<file path="src/rtl/jtdd_adpcm_chan_if.sv">
// Bus bundle for one ADPCM channel.
//
// Carries the CPU register-write port and the ADPCM ROM port.
//   CPU side : cpu_cen (bus clock enable), cpu_dout[7:0] (write data),
//              cpu_AB[1:0] (register select), cs (qualified write strobe)
//   ROM side : rom_addr[15:0] (byte address), rom_cs (request / busy),
//              rom_data[7:0] (read data), rom_ok (rom_data valid for rom_addr)
// master : CPU + ROM model side (drives writes and ROM responses)
// slave  : the channel (drives rom_addr / rom_cs)
interface jtdd_adpcm_chan_if;
  logic        cpu_cen;
  logic [7:0]  cpu_dout;
  logic [1:0]  cpu_AB;
  logic        cs;
  logic [15:0] rom_addr;
  logic        rom_cs;
  logic [7:0]  rom_data;
  logic        rom_ok;

  modport master (
    output cpu_cen, cpu_dout, cpu_AB, cs, rom_data, rom_ok,
    input  rom_addr, rom_cs
  );

  modport slave (
    input  cpu_cen, cpu_dout, cpu_AB, cs, rom_data, rom_ok,
    output rom_addr, rom_cs
  );
endinterface

</file>
<file path="src/rtl/jtdd_adpcm_chan.sv">
// Single OKI MSM5205-style ADPCM playback channel.
//
// The CPU sets start/end addresses (512-byte granularity) and starts/stops
// playback. Every 48th cen_oki pulse a sample strobe fires; while playing, one
// nibble is fetched from ROM (high nibble first) and decoded into a 12-bit
// saturating accumulator, which appears on snd one clk later.
//
// Ports:
//   clk      : system clock
//   rstn     : asynchronous active-low reset
//   cen_oki  : 375 kHz clock enable, one clk wide
//   bus      : CPU write port and ROM port (jtdd_adpcm_chan_if.slave)
//   snd      : signed 12-bit decoded sample
//   sample   : one-clk pulse per output sample period
//
// Build option:
//   JTDD_ADPCM_HOLD_EN : when defined, snd keeps its last value after playback
//                        ends; otherwise snd returns to 0 one clk after playing
//                        falls.
module jtdd_adpcm_chan (
  input  logic                clk,
  input  logic                rstn,
  input  logic                cen_oki,
  jtdd_adpcm_chan_if.slave    bus,
  output logic signed [11:0]  snd,
  output logic                sample
);

  localparam logic [5:0] PreLast = 6'd47;  // 48 cen_oki pulses per sample
  localparam logic [5:0] IdxMax  = 6'd48;

  logic               playing;
  logic [6:0]         start_hi;
  logic [6:0]         end_hi;
  logic [15:0]        ptr;
  logic               phase;      // 0: high nibble, 1: low nibble
  logic [5:0]         presc;
  logic signed [11:0] acc;
  logic [5:0]         idx;

  logic wr;
  logic start_wr;
  logic stop_wr;
  logic strobe;
  logic at_end;
  logic unused_dout7;

  assign wr       = bus.cs & bus.cpu_cen;
  assign start_wr = wr && (bus.cpu_AB == 2'd0);
  assign stop_wr  = wr && (bus.cpu_AB == 2'd1);
  assign strobe   = cen_oki && (presc == PreLast);
  assign at_end   = (ptr == {end_hi, 9'h000});

  assign bus.rom_addr = ptr;
  assign bus.rom_cs   = playing;

  // Address registers only hold bits 15:9.
  assign unused_dout7 = bus.cpu_dout[7];

  // Decoder datapath
  logic [3:0]         nib;
  logic [3:0]         mag;
  logic [10:0]        step;
  logic [14:0]        prod;
  logic signed [13:0] acc_ext;
  logic signed [13:0] diff_ext;
  logic signed [13:0] sum;
  logic signed [11:0] acc_next;
  logic signed [7:0]  idx_delta;
  logic signed [7:0]  idx_sum;
  logic [5:0]         idx_next;

  always_comb begin
    unique case (idx)
      6'd0:  step = 11'd16;
      6'd1:  step = 11'd17;
      6'd2:  step = 11'd19;
      6'd3:  step = 11'd21;
      6'd4:  step = 11'd23;
      6'd5:  step = 11'd25;
      6'd6:  step = 11'd28;
      6'd7:  step = 11'd31;
      6'd8:  step = 11'd34;
      6'd9:  step = 11'd37;
      6'd10: step = 11'd41;
      6'd11: step = 11'd45;
      6'd12: step = 11'd50;
      6'd13: step = 11'd55;
      6'd14: step = 11'd60;
      6'd15: step = 11'd66;
      6'd16: step = 11'd73;
      6'd17: step = 11'd80;
      6'd18: step = 11'd88;
      6'd19: step = 11'd97;
      6'd20: step = 11'd107;
      6'd21: step = 11'd118;
      6'd22: step = 11'd130;
      6'd23: step = 11'd143;
      6'd24: step = 11'd157;
      6'd25: step = 11'd173;
      6'd26: step = 11'd190;
      6'd27: step = 11'd209;
      6'd28: step = 11'd230;
      6'd29: step = 11'd253;
      6'd30: step = 11'd279;
      6'd31: step = 11'd307;
      6'd32: step = 11'd337;
      6'd33: step = 11'd371;
      6'd34: step = 11'd408;
      6'd35: step = 11'd449;
      6'd36: step = 11'd494;
      6'd37: step = 11'd544;
      6'd38: step = 11'd598;
      6'd39: step = 11'd658;
      6'd40: step = 11'd724;
      6'd41: step = 11'd796;
      6'd42: step = 11'd876;
      6'd43: step = 11'd963;
      6'd44: step = 11'd1060;
      6'd45: step = 11'd1166;
      6'd46: step = 11'd1282;
      6'd47: step = 11'd1411;
      default: step = 11'd1552;  // idx is clamped to 48
    endcase
  end

  always_comb begin
    nib = phase ? bus.rom_data[3:0] : bus.rom_data[7:4];
    // step*(2m+1)/8 with m = nib[2:0]
    mag      = {nib[2:0], 1'b1};
    prod     = 15'(step) * 15'(mag);
    diff_ext = 14'(prod >> 3);
    acc_ext  = {{2{acc[11]}}, acc};
    sum      = nib[3] ? (acc_ext - diff_ext) : (acc_ext + diff_ext);
    if (sum > 14'sd2047) begin
      acc_next = 12'sd2047;
    end else if (sum < -14'sd2048) begin
      acc_next = -12'sd2048;
    end else begin
      acc_next = sum[11:0];
    end

    unique case (nib[2:0])
      3'd4:    idx_delta = 8'sd2;
      3'd5:    idx_delta = 8'sd4;
      3'd6:    idx_delta = 8'sd6;
      3'd7:    idx_delta = 8'sd8;
      default: idx_delta = -8'sd1;
    endcase
    idx_sum = $signed({2'b00, idx}) + idx_delta;
    if (idx_sum < 8'sd0) begin
      idx_next = 6'd0;
    end else if (idx_sum > 8'sd48) begin
      idx_next = IdxMax;
    end else begin
      idx_next = idx_sum[5:0];
    end
  end

  always_ff @(posedge clk or negedge rstn) begin
    if (!rstn) begin
      playing  <= 1'b0;
      start_hi <= '0;
      end_hi   <= '0;
      ptr      <= '0;
      phase    <= 1'b0;
      presc    <= '0;
      acc      <= '0;
      idx      <= '0;
      snd      <= '0;
      sample   <= 1'b0;
    end else begin
      sample <= strobe;

      if (cen_oki) begin
        presc <= (presc == PreLast) ? 6'd0 : presc + 6'd1;
      end

      if (wr && (bus.cpu_AB == 2'd2)) start_hi <= bus.cpu_dout[6:0];
      if (wr && (bus.cpu_AB == 2'd3)) end_hi   <= bus.cpu_dout[6:0];

      // Stop has priority over start; CPU commands take precedence over a
      // coincident strobe.
      if (stop_wr) begin
        playing <= 1'b0;
      end else if (start_wr) begin
        playing <= 1'b1;
        ptr     <= {start_hi, 9'h000};
        phase   <= 1'b0;
        acc     <= '0;
        idx     <= '0;
      end else if (strobe && playing) begin
        if (at_end) begin
          playing <= 1'b0;
        end else if (bus.rom_ok) begin
          acc   <= acc_next;
          idx   <= idx_next;
          phase <= ~phase;
          if (phase) ptr <= ptr + 16'd1;
        end
      end

`ifdef JTDD_ADPCM_HOLD_EN
      if (playing) snd <= acc;
`else
      snd <= playing ? acc : 12'sd0;
`endif
    end
  end

endmodule

</file>
<file path="src/flat_wrapper.sv">
// flat-port wrapper written by rule: the top's interface ports become plain ports
module jtdd_adpcm_chan_flat 
  (clk, rstn, cen_oki, snd, sample, bus_cpu_cen, bus_cpu_dout, bus_cpu_AB, bus_cs, bus_rom_data, bus_rom_ok, bus_rom_addr, bus_rom_cs);
  jtdd_adpcm_chan_if bus_i ();
  input  logic clk;
  input  logic rstn;
  input  logic cen_oki;
  output logic signed [11:0] snd;
  output logic sample;
  input wire logic [$bits(bus_i.cpu_cen)-1:0] bus_cpu_cen;
  input wire logic [$bits(bus_i.cpu_dout)-1:0] bus_cpu_dout;
  input wire logic [$bits(bus_i.cpu_AB)-1:0] bus_cpu_AB;
  input wire logic [$bits(bus_i.cs)-1:0] bus_cs;
  input wire logic [$bits(bus_i.rom_data)-1:0] bus_rom_data;
  input wire logic [$bits(bus_i.rom_ok)-1:0] bus_rom_ok;
  output wire logic [$bits(bus_i.rom_addr)-1:0] bus_rom_addr;
  output wire logic [$bits(bus_i.rom_cs)-1:0] bus_rom_cs;
  assign bus_i.cpu_cen = bus_cpu_cen;
  assign bus_i.cpu_dout = bus_cpu_dout;
  assign bus_i.cpu_AB = bus_cpu_AB;
  assign bus_i.cs = bus_cs;
  assign bus_i.rom_data = bus_rom_data;
  assign bus_i.rom_ok = bus_rom_ok;
  assign bus_rom_addr = bus_i.rom_addr;
  assign bus_rom_cs = bus_i.rom_cs;
  jtdd_adpcm_chan u_core (.clk(clk), .rstn(rstn), .cen_oki(cen_oki), .bus(bus_i), .snd(snd), .sample(sample));
endmodule
</file>
<file path="config.mk">
export PLATFORM = sky130hd
export DESIGN_NAME = jtdd_adpcm_chan_flat
export DESIGN_NICKNAME = d
export VERILOG_FILES = /design/src/rtl/jtdd_adpcm_chan_if.sv /design/src/rtl/jtdd_adpcm_chan.sv /design/src/flat_wrapper.sv
export SDC_FILE = /design/constraint.sdc
export NUM_CORES = 1
export LEC_CHECK = 0
export BUFFER_PORTS_ARGS = -buffer_cell sky130_fd_sc_hd__buf_4
export CELL_PAD_IN_SITES_DETAIL_PLACEMENT = 0
export CELL_PAD_IN_SITES_GLOBAL_PLACEMENT = 1
export CORE_MARGIN = 4
export CORE_UTILIZATION = 47
export DETAILED_ROUTE_END_ITERATION = 8
export GPL_TIMING_DRIVEN = 0
export PLACE_DENSITY_LB_ADDON = 0.1
export SLEW_MARGIN = 15
export SYNTH_ARGS = -nofsm -noshare
export SYNTH_HDL_FRONTEND = slang
export SYNTH_SLANG_ARGS = --single-unit
</file>
<file path="constraint.sdc">
create_clock -name clk -period 11 [get_ports clk]
set_input_delay 1.1 -clock clk [delete_from_list [all_inputs] [get_ports clk]]
set_output_delay 1.1 -clock clk [all_outputs]
set_load 0.02 [all_outputs]
</file>
==> results of run 1 <==
==> area by class of cell <==
cell class	count	area share [%]
Sequential cell	69	23.35
Multi-Input combinational cell	583	58.82
Buffer	28	2.453
Timing Repair Buffer	51	5.177
Tap cell	176	2.977
Clock inverter	7	1.641
Inverter	50	2.538
Clock buffer	9	3.045
==> critical path: cells and delay by family, from the launching register on <==
kind            cells  cell delay, ns
compound gates     13            3.90
buf+inv             5            0.93
simple gates        7            1.53
fa+ha+maj           5            2.14
xor+xnor            2            0.32
flops               1            0.49
==> sequential cells by signal (all words and copies together), names as in the netlist <==
| signal | count |
|---|---|
| u_core.bus.rom_addr | 16 |
| u_core.idx | 6 |
| u_core.acc | 12 |
| u_core.snd | 12 |
| u_core.phase | 1 |
| u_core.presc | 6 |
| u_core.bus.rom_cs | 1 |
| u_core.sample | 1 |
| u_core.end_hi | 7 |
| u_core.start_hi | 7 |
==> how the worst min path moves through the flow <==
stage	slack, ns	to	depth (start not counted)	start
floorplan	0.44	u_core.bus.rom_addr[10]$_DFFE_PN0P_	2	u_core.start_hi[1]$_DFFE_PN0P_
global placement	0.46	u_core.bus.rom_addr[12]$_DFFE_PN0P_	2	u_core.start_hi[3]$_DFFE_PN0P_
detailed placement	0.47	u_core.bus.rom_addr[12]$_DFFE_PN0P_	2	u_core.start_hi[3]$_DFFE_PN0P_
CTS	0.48	u_core.bus.rom_addr[12]$_DFFE_PN0P_	2	u_core.start_hi[3]$_DFFE_PN0P_
global route	0.50	u_core.bus.rom_addr[12]$_DFFE_PN0P_	2	u_core.start_hi[3]$_DFFE_PN0P_
finish	0.48	u_core.bus.rom_addr[12]$_DFFE_PN0P_	2	u_core.start_hi[3]$_DFFE_PN0P_
==> cell families after synthesis <==
family	Yosys count	synth area share [%]
compound gates	183	19.70
xor+xnor	65	8.832
fa+ha+maj	68	15.53
buf+inv	78	5.726
flops	69	26.79
mux	29	5.318
simple gates	238	18.11
==> routing by layer <==
| layer | GRT usage, % | part of all wire [%] | wire, um |
|---|---|---|---|
| met5 | 0 | 0 | 0 |
| met4 | 5.676 | 1.7 | 265 |
| met1 | 26.68 | 47 | 7277 |
| met2 | 33.72 | 48 | 7409 |
| met3 | 2.516 | 3.2 | 490 |
==> through the flow <==
step	setup slack, ns	instances	area, um2
final	1.609	973	7396
after global routing	1.141	973	7396
after CTS	1.644	973	7396
after detailed placement	1.720	957	7049
after global placement	1.682	957	7049
after floorplan	2.908	730	6446
==> power by group <==
group          leakage [uW]  internal, uW  switching (uW)  total (uW)
clock network      0.000170           223             108         331
logic               0.00247           147             183         330
registers          0.000912           290            34.5         324
==> cell usage in the layout, fill, tap and decap left out, types with 4 or more instances in the layout <==
master and n:
buf_4 51, nand4_1 8, a22o_1 6, inv_1 49
or2_2 6, o31ai_1 6, nand2_1 59, a31oi_1 4
and2_1 15, o211ai_1 9, fa_1 20, a21o_1 13
a21oi_1 40, a211oi_1 10, o21ai_0 46, nor2_1 75
mux2_2 18, nor3_1 11, xor2_1 32, mux2i_1 8
and3_1 13, clkbuf_8 6, nand2b_1 5, dfrtp_1 69
clkbuf_1 17, a221o_2 9, clkbuf_16 9, a2111oi_0 5
nand3_1 18, xnor2_1 33, ha_1 48
==> summary.md, run 1 <==
| Metric | Value |
|---|---|
| Die H | 125.1 um |
| Hold Vio Cnt, Final | 0 |
| N_diodes | 0 |
| Core Rows | 42 |
| Fill cells | 1,281 |
| Most common flop cell mapped by yosys | dfrtp_1 |
| RSZ-0062 raised after global routing | false |
| Total power | 985.3 uW |
| Worst reg2reg endpoint | u_core.acc[6]$_DFFE_PN0P_ |
| WL/cell | 15.87 um |
| Critical Path Source | u_core.idx[1]$_DFFE_PN0P_ |
| Fin util | 55.41% |
| Port Buffer Count | 51 |
| Element type at the critical path end | register |
| CTS Hold Bufs | 0 |
| Number of synthesized flops with an enable pin | 0 |
| Yosys reg bits | 69 |
| CTS tree | yes |
| Routed wire length | 15.44 mm |
| R2r setup slk | 1.61 ns |
| Global-route wire length before repair | 26.24 mm |
| CP Data Required Time | 11.26 ns |
| Vias per std cell | 5.587 |
| Number of clock sinks | 69 |
| Sequential area share after synthesis | 26.79% |
| Max H-tree Level | 3 |
| Top Ports | 54 |
| Gpl congestion | 0.8747 |
| Cell with the most instances after synthesis | nor2_1 |
| Largest net degree at the start of global routing | 70 |
| Clock root buffer | clkbuf_16 |
| Post-CTS setup buffers | 0 |
| CP max stage cell | a2111oi_0 |
| Total CTS buffers | 9 |
| Commonest cells post-synth | nor2_1, dfrtp_1, nand2_1, inv_1, ha_1 |
| Final setup fails | 0 |
| Mapped Cells | 730 |
| Worst Path Max Fanout | 10 |
| Area Growth Syn to Fin | 14.73% |
| Post-synth ARST share | 100.0% |
| Avg Inst Size Synth | 8.830 um2 |
| Netlist Area Pre-Place | 6446 um2 |
| Die ar. | 15,650 um2 |
| Minimum clock period | 9.391 ns |
| Post_cts resized | 0 |
| Hold WS | 0.4844 ns |
| Clk buf depth | 2 |
| # nets final | 884 |
| Starting Density | 48.29% |
| Storage cell area | 1727 um2 |
| Setup TNS | 0 ns |
| Max cap viols | 0 |
| Router iterations before antenna repair | 4 |
| PD cells | 133.2 nW/um2 |
| Peak supply drop | 0.00005920 V |
| Clock skew | 0.008191 ns |
| Crit start category | register |
| Cell taking the most area after synthesis | dfrtp_1 |
| Top post-synthesis cells by area | dfrtp_1, ha_1, fa_1, xnor2_1, nor2_1 |
| Status | finished clean |
| Slew @ Worst Pin | 0.8249 ns |
| Setup CP Type | register to register |
| Initial antenna violation count | 0 |
| Worst hold path type | register to register |
| Share of layout cells above drive strength 1 | 17.06% |
| Fmax | 106.5 MHz |
| Slew Viols, Final | 0 |
| Crit path DAT | 9.65 ns |
| CORE AREA | 13,350 um2 |
| Clock transition at path regs | 0.06 ns |
| DR iter-0 viols | 308 |
| Residual DRC | 0 |
| Tcrit/Tclk final | 85.37% |
| Tot GR Track Use | 19.83% |
| Crit path to | u_core.acc[6]$_DFFE_PN0P_ |
| Die width | 125.1 um |
| Via count | 5,436 |
| Worst r2r src | u_core.idx[1]$_DFFE_PN0P_ |
| DRT antenna net count | 0 |
| Grt ovf | 0 |
| HPWL after DPL | 12.32 mm |
| Lkg Pwr | 0.003551 uW |
| Vias in the first global route | 5,389 |
| Clk_lat worst skew | 0.33 ns |
| CP max stage delay | 0.56 ns |
| Synth top area share | 26.79% |
| Area of the multi-input gates | 4350 um2 |
| Yosys cell types | 80 |
| Worst R2R Path Depth | 32 |
| Relative slew slack | 45.01% |
| Synth warnings | 0 |
| Mapped Nets | 822 |
(Power assumes the default switching activity.)
==> run 2, diff against run 1 <==
--- a/config.mk
+++ b/config.mk
@@ -9,9 +9,10 @@
 export CELL_PAD_IN_SITES_DETAIL_PLACEMENT = 0
 export CELL_PAD_IN_SITES_GLOBAL_PLACEMENT = 1
 export CORE_MARGIN = 4
-export CORE_UTILIZATION = 47
+export CORE_UTILIZATION = 40
 export DETAILED_ROUTE_END_ITERATION = 8
 export GPL_TIMING_DRIVEN = 0
+export HOLD_SLACK_MARGIN = 0.12
 export PLACE_DENSITY_LB_ADDON = 0.1
 export SLEW_MARGIN = 15
 export SYNTH_ARGS = -nofsm -noshare
==> summary.md, run 2 (same netlist as run 1, synthesis figures left out) <==
| Metric | Value |
|---|---|
| CP Data Required Time | 11.27 ns (about the same) |
| Placed Cells | 997 (+4.2%) |
| Die ar. | 18,210 um2 (+16%) |
| Max reg flops | 16 (unchanged) |
| Number of clock sinks | 69 (unchanged) |
| Setup CP Type | register to register |
| Peak supply drop | 0.00008931 V (+51%) |
| Crit path DAT | 9.69 ns (+0.04 ns) |
| Setup TNS | 0 ns (unchanged) |
| Post-CTS setup buffers | 0 (unchanged) |
| Largest net degree at the start of global routing | 70 (unchanged) |
| Finished Layout Cells | 1,013 (+4.1%) |
| Element type at the critical path end | register |
| Residual DRC | 0 (unchanged) |
| Router iterations before antenna repair | 4 (unchanged) |
| HPWL after DPL | 12.54 mm (+1.8%) |
| Final setup fails | 0 (unchanged) |
| Top Ports | 54 (unchanged) |
| CP max stage delay | 0.57 ns (about the same) |
| Hold WS | 0.4744 ns (-0.01001 ns) |
| Lkg Pwr | 0.003555 uW (+0.10%) |
| Vias per std cell | 5.359 (-4.1%) |
| Total CTS buffers | 9 (unchanged) |
| CTS tree | yes |
| Final worst setup slack | 1.573 ns (-0.03533 ns) |
| RSZ-0062 raised after global routing | false |
| Clk_lat worst skew | 0.33 ns (about the same) |
| Post_cts resized | 0 (unchanged) |
| Starting Density | 40.73% (-7.6 points) |
| Tcrit/Tclk final | 85.70% (+0.32 points) |
| Hold Vio Cnt, Final | 0 (unchanged) |
| Area of the multi-input gates | 4350 um2 (unchanged) |
| Most common cell after layout, fill and taps aside | nor2_1 |
| Storage cell area | 1727 um2 (unchanged) |
| Fill cells | 1,556 (+21%) |
| Relative slew slack | 42.86% (-2.2 points) |
| Global-route wire length before repair | 26.59 mm (+1.3%) |
| Slew Viols, Final | 0 (unchanged) |
| Gpl congestion | 0.8435 (-3.6%) |
| Clk buf depth | 2 (unchanged) |
| Slew @ Worst Pin | 0.8572 ns (+0.03229 ns) |
| Die width | 134.9 um (+7.9%) |
| Crit start category | register |
| Worst Path Max Fanout | 10 (unchanged) |
| Die H | 134.9 um (+7.9%) |
| CP max stage cell | a2111oi_0 |
| Most frequent cells in the layout | nor2_1, dfrtp_1, nand2_1 |
| Clock transition at path regs | 0.06 ns (about the same) |
| Grt ovf | 0 (unchanged) |
| Initial antenna violation count | 0 (unchanged) |
| PD cells | 133.2 nW/um2 (about the same) |
| Max H-tree Level | 3 (unchanged) |
| CORE AREA | 15,830 um2 (+19%) |
| Area Growth Syn to Fin | 15.64% |
| Status | finished clean |
| Minimum clock period | 9.427 ns (+0.03533 ns) |
| WL/cell | 15.46 um (-2.6%) |
| DR iter-0 viols | 294 (-4.5%) |
| Fmax | 106.1 MHz (-0.38%) |
| Total power | 992.8 uW (+0.76%) |
| Worst slack at placement | 1.592 ns (-0.1282 ns) |
| Port Buffer Count | 51 (unchanged) |
| N_diodes | 0 (unchanged) |
| Vias in the first global route | 5,304 (-1.6%) |
| Share of layout cells above drive strength 1 | 17.06% (unchanged) |
| Max cap viols | 0 (unchanged) |
| Tot GR Track Use | 17.73% (-2.1 points) |
| Clock skew | 0.007092 ns (-0.001099 ns) |
| Clock root buffer | clkbuf_16 |
| # nets final | 884 (unchanged) |
| Core Rows | 46 (+9.5%) |
| Via count | 5,429 (-0.13%) |
| Routed wire length | 15.67 mm (+1.4%) |
| DRT antenna net count | 0 (unchanged) |
| CTS Hold Bufs | 0 (unchanged) |
| Worst hold path type | register to register |
## run 2: changes by cell type in the layout (fill, tap and decap cells not counted), sizes merged
cell    before  now
clkinv       2    0
inv         52   53
clkbuf      32   33
## run 2: power breakdown
group / internal [uW] / switching [uW]
registers: 290 / 33.1
logic: 146 / 184
clock network: 230 / 110
## run 2: final timing paths
| path | start | endpoint | slack (ns) | depth (start not counted) |
|---|---|---|---|---|
| worst max-delay path | u_core.idx[1]$_DFFE_PN0P_ | u_core.acc[7]$_DFFE_PN0P_ | 1.57 | 32 |
| max in group asynchronous | rstn | u_core.snd[8]$_DFF_PN0_ | 9.56 | 1 |
| worst max register to register | u_core.idx[1]$_DFFE_PN0P_ | u_core.acc[7]$_DFFE_PN0P_ | 1.57 | 32 |
| worst min register to register | u_core.start_hi[0]$_DFFE_PN0P_ | u_core.bus.rom_addr[9]$_DFFE_PN0P_ | 0.47 | 2 |
| min in group asynchronous | rstn | u_core.end_hi[2]$_DFFE_PN0P_ | 0.88 | 1 |
| worst min-delay path | u_core.start_hi[0]$_DFFE_PN0P_ | u_core.bus.rom_addr[9]$_DFFE_PN0P_ | 0.47 | 2 |
## run 2: stage by stage
step | util (%) | cell area [um2]
3_3_place_gp | 44.85 | 7099
2_1_floorplan | - | 6446
4_1_cts | 47.10 | 7455
3_5_place_dp | 44.85 | 7099
5_1_grt | 47.10 | 7455
6_report | 47.10 | 7455
## run 2: critical path: cells and delay by family, from the launching register on
family / cells / cell delay, ns
flip-flops: 1 / 0.49
XOR/XNOR: 2 / 0.33
AND/OR/NAND/NOR: 7 / 1.52
buffers and inverters: 5 / 0.93
adder cells (fa/ha/maj): 5 / 2.12
AO/OA/AOI/OAI: 13 / 3.95
## run 2: cell type report
| type | count | share of cell area [%] |
|---|---|---|
| timing repair buffer | 51 | 5.136 |
| sequential | 69 | 23.16 |
| inverter | 50 | 2.518 |
| clock buffer | 10 | 3.206 |
| buffer | 28 | 2.434 |
| multi-input combinational | 583 | 58.36 |
| clock inverter | 6 | 1.561 |
| tap | 216 | 3.625 |
## run 2: metal layers
metal	part of all wire (%)	vias to the layer above	track usage, %
met5	0	-	0
met4	1.2	0	4.255
met3	3.3	15	1.602
met2	47	86	29.74
met1	48	2612	24.89
li1	-	2716	-
==> run 3, diff against run 2 <==
--- a/config.mk
+++ b/config.mk
@@ -11,7 +11,7 @@
 export CORE_MARGIN = 4
 export CORE_UTILIZATION = 40
 export DETAILED_ROUTE_END_ITERATION = 8
-export GPL_TIMING_DRIVEN = 0
+export GPL_TIMING_DRIVEN = 1
 export HOLD_SLACK_MARGIN = 0.12
 export PLACE_DENSITY_LB_ADDON = 0.1
 export SLEW_MARGIN = 15
==> summary.md, run 3 (same netlist as run 1, synthesis figures left out) <==
| Metric | Value |
|---|---|
| Net switching power | 324.5 uW (-0.72%) |
| Initial antenna violation count | 0 (unchanged) |
| Worst Path Max Fanout | 15 (+5) |
| Switching share of power | 33.01% (+0.093 points) |
| Tot GR Track Use | 17.26% (-0.47 points) |
| Most common cell after layout, fill and taps aside | nor2_1 |
| Clock root buffer | clkbuf_16 |
| Max reg flops | 16 (unchanged) |
| Post_cts resized | 0 (unchanged) |
| CTS Hold Bufs | 0 (unchanged) |
| Comb power frac | 32.0% (-1.3 points) |
| R2r setup slk | 1.70 ns (+0.13 ns) |
| Vias in the first global route | 5,198 (-2.0%) |
| Hold Vio Cnt, Final | 0 (unchanged) |
| WL/cell | 15.15 um (-2.1%) |
| Grt ovf | 0 (unchanged) |
| Worst slack at placement | 1.770 ns (+0.1782 ns) |
| Element type at the critical path end | register |
| Residual DRC | 0 (unchanged) |
| Via count | 5,254 (-3.2%) |
| Vias per std cell | 5.318 (-0.77%) |
| Die width | 134.9 um (unchanged) |
| Uppermost layer routed | met4 |
| Worst Min Path Start | u_core.start_hi[2]$_DFFE_PN0P_ |
| Gpl congestion | 0.8127 (-3.7%) |
| Routed wire length | 14.96 mm (-4.5%) |
| CORE AREA | 15,830 um2 (unchanged) |
| HPWL after DPL | 11.63 mm (-7.3%) |
| Worst r2r src | u_core.idx[1]$_DFFE_PN0P_ |
| Router iterations before antenna repair | 4 (unchanged) |
| Met2 wire length | 6.952 mm (-5.6%) |
| Starting Density | 40.73% (unchanged) |
| Clk pwr share | 34.4% (+0.2 points) |
| Hold EP | u_core.bus.rom_addr[11]$_DFFE_PN0P_ |
| Slew Viols, Final | 0 (unchanged) |
| Peak supply drop | 0.00008529 V (-4.5%) |
| Fin util | 46.09% (-1.0 points) |
| Largest net degree at the start of global routing | 70 (unchanged) |
| PD cells | 134.7 nW/um2 (+1.2%) |
| Slew @ Worst Pin | 1.108 ns (+0.2512 ns) |
| Relative slew slack | 25.83% (-17 points) |
| Setup TNS | 0 ns (unchanged) |
| Final worst setup slack | 1.703 ns (+0.1299 ns) |
| Max H-tree Level | 3 (unchanged) |
| Status | finished clean |
| Max cap viols | 0 (unchanged) |
| Core Rows | 46 (unchanged) |
| Crit start category | register |
| # nets final | 859 (-2.8%) |
| Setup CP Type | register to register |
| Crit path DAT | 9.56 ns (-0.13 ns) |
| CTS tree | yes |
| Number of clock sinks | 69 (unchanged) |
| Port Buffer Count | 52 (+2.0%) |
| Int Pwr | 658.4 uW (-1.1%) |
| Worst reg2reg endpoint | u_core.acc[10]$_DFFE_PN0P_ |
| Top Ports | 54 (unchanged) |
| Tcrit/Tclk final | 84.51% (-1.2 points) |
| Share of layout cells above drive strength 1 | 16.84% (-0.22 points) |
| Worst hold path type | register to register |
| DR iter-0 viols | 263 (-11%) |
| N_diodes | 0 (unchanged) |
| Lkg Pwr | 0.003487 uW (-1.9%) |
| Most frequent cells in the layout | nor2_1, dfrtp_1, nand2_1 |
| Clock skew | 0.005580 ns (-0.001511 ns) |
| Total CTS buffers | 9 (unchanged) |
| Hold depth | 2 (unchanged) |
| Metal3 WL | 412 um (-21%) |
| Global-route wire length before repair | 26.09 mm (-1.9%) |
| Fmax | 107.6 MHz (+1.4%) |
| Area Growth Syn to Fin | 13.18% |
| Clk_lat worst skew | 0.33 ns (about the same) |
| CP max stage cell | dfrtp_1 |
| CP Data Required Time | 11.26 ns (about the same) |
| Register share of total power | 33.6% (+1.1 points) |
| CP max stage delay | 0.69 ns (+0.12 ns) |
| Minimum clock period | 9.297 ns (-0.1299 ns) |
| Worst R2R Path Depth | 31 (-3.1%) |
| Clock transition at path regs | 0.06 ns (about the same) |
| Final setup fails | 0 (unchanged) |
| RSZ-0062 raised after global routing | false |
| Clk buf depth | 2 (unchanged) |
| Routed met1 length | 7.456 mm (-1.8%) |
| Post-CTS setup buffers | 0 (unchanged) |
| Die H | 134.9 um (unchanged) |
| DRT antenna net count | 0 (unchanged) |
| Die ar. | 18,210 um2 (unchanged) |
==> run 3: critical path: cells and delay by family, from the launching register on <==
family	cells	cell delay, ns
compound gates	13	3.88
xor+xnor	3	0.50
fa+ha+maj	5	2.16
buf+inv	3	0.45
flops	1	0.69
simple gates	7	1.53
==> run 3: stage by stage <==
| step | total power, uW | cells | instance area (um2) | hold WS (ns) |
|---|---|---|---|---|
| 6_report | 982.9 | 988 | 7296 | 0.4765 |
| 5_1_grt | 1055 | 988 | 7296 | 0.5032 |
| 4_1_cts | 996.9 | 988 | 7296 | 0.4797 |
| 3_5_place_dp | 647.6 | 972 | 6940 | 0.4662 |
| 3_3_place_gp | 640.1 | 972 | 6940 | 0.4595 |
| 2_1_floorplan | 569.9 | 730 | 6446 | 0.4444 |
==> run 3: area by class of cell <==
class	instances	area, um2
clock buffers	10	239.0
flip-flops and latches	69	1727
well taps	216	270.3
repair buffers	54	405.4
inverters	50	187.7
clock inverters	6	116.4
fillers	1570	8532
multi-input cells	583	4350
==> run 3: power by group through the flow <==
| stage | clock network (uW) | logic (uW) | registers, uW |
|---|---|---|---|
| after global routing | 359 | 359 | 336 |
| final | 338 | 315 | 330 |
| after floorplan | 0 | 240 | 330 |
| after global placement | 0 | 308 | 332 |
| after CTS | 349 | 317 | 330 |
| after detailed placement | 0 | 313 | 334 |
==> run 3: worst max path at each step <==
stage,depth (start not counted),to,startpoint
global route,30,u_core.acc[10]$_DFFE_PN0P_,u_core.idx[1]$_DFFE_PN0P_
CTS,31,u_core.acc[10]$_DFFE_PN0P_,u_core.idx[1]$_DFFE_PN0P_
global placement,31,u_core.acc[10]$_DFFE_PN0P_,u_core.idx[1]$_DFFE_PN0P_
detailed placement,31,u_core.acc[5]$_DFFE_PN0P_,u_core.idx[1]$_DFFE_PN0P_
finish,31,u_core.acc[10]$_DFFE_PN0P_,u_core.idx[1]$_DFFE_PN0P_
floorplan,32,u_core.acc[10]$_DFFE_PN0P_,u_core.idx[1]$_DFFE_PN0P_
==> run 3: routing by layer <==
metal  vias to the layer above  GRT usage (%)
li1                       2670              -
met1                      2499          24.47
met2                        75          28.65
met3                        10          1.677
met4                         0          4.031
met5                         -              0
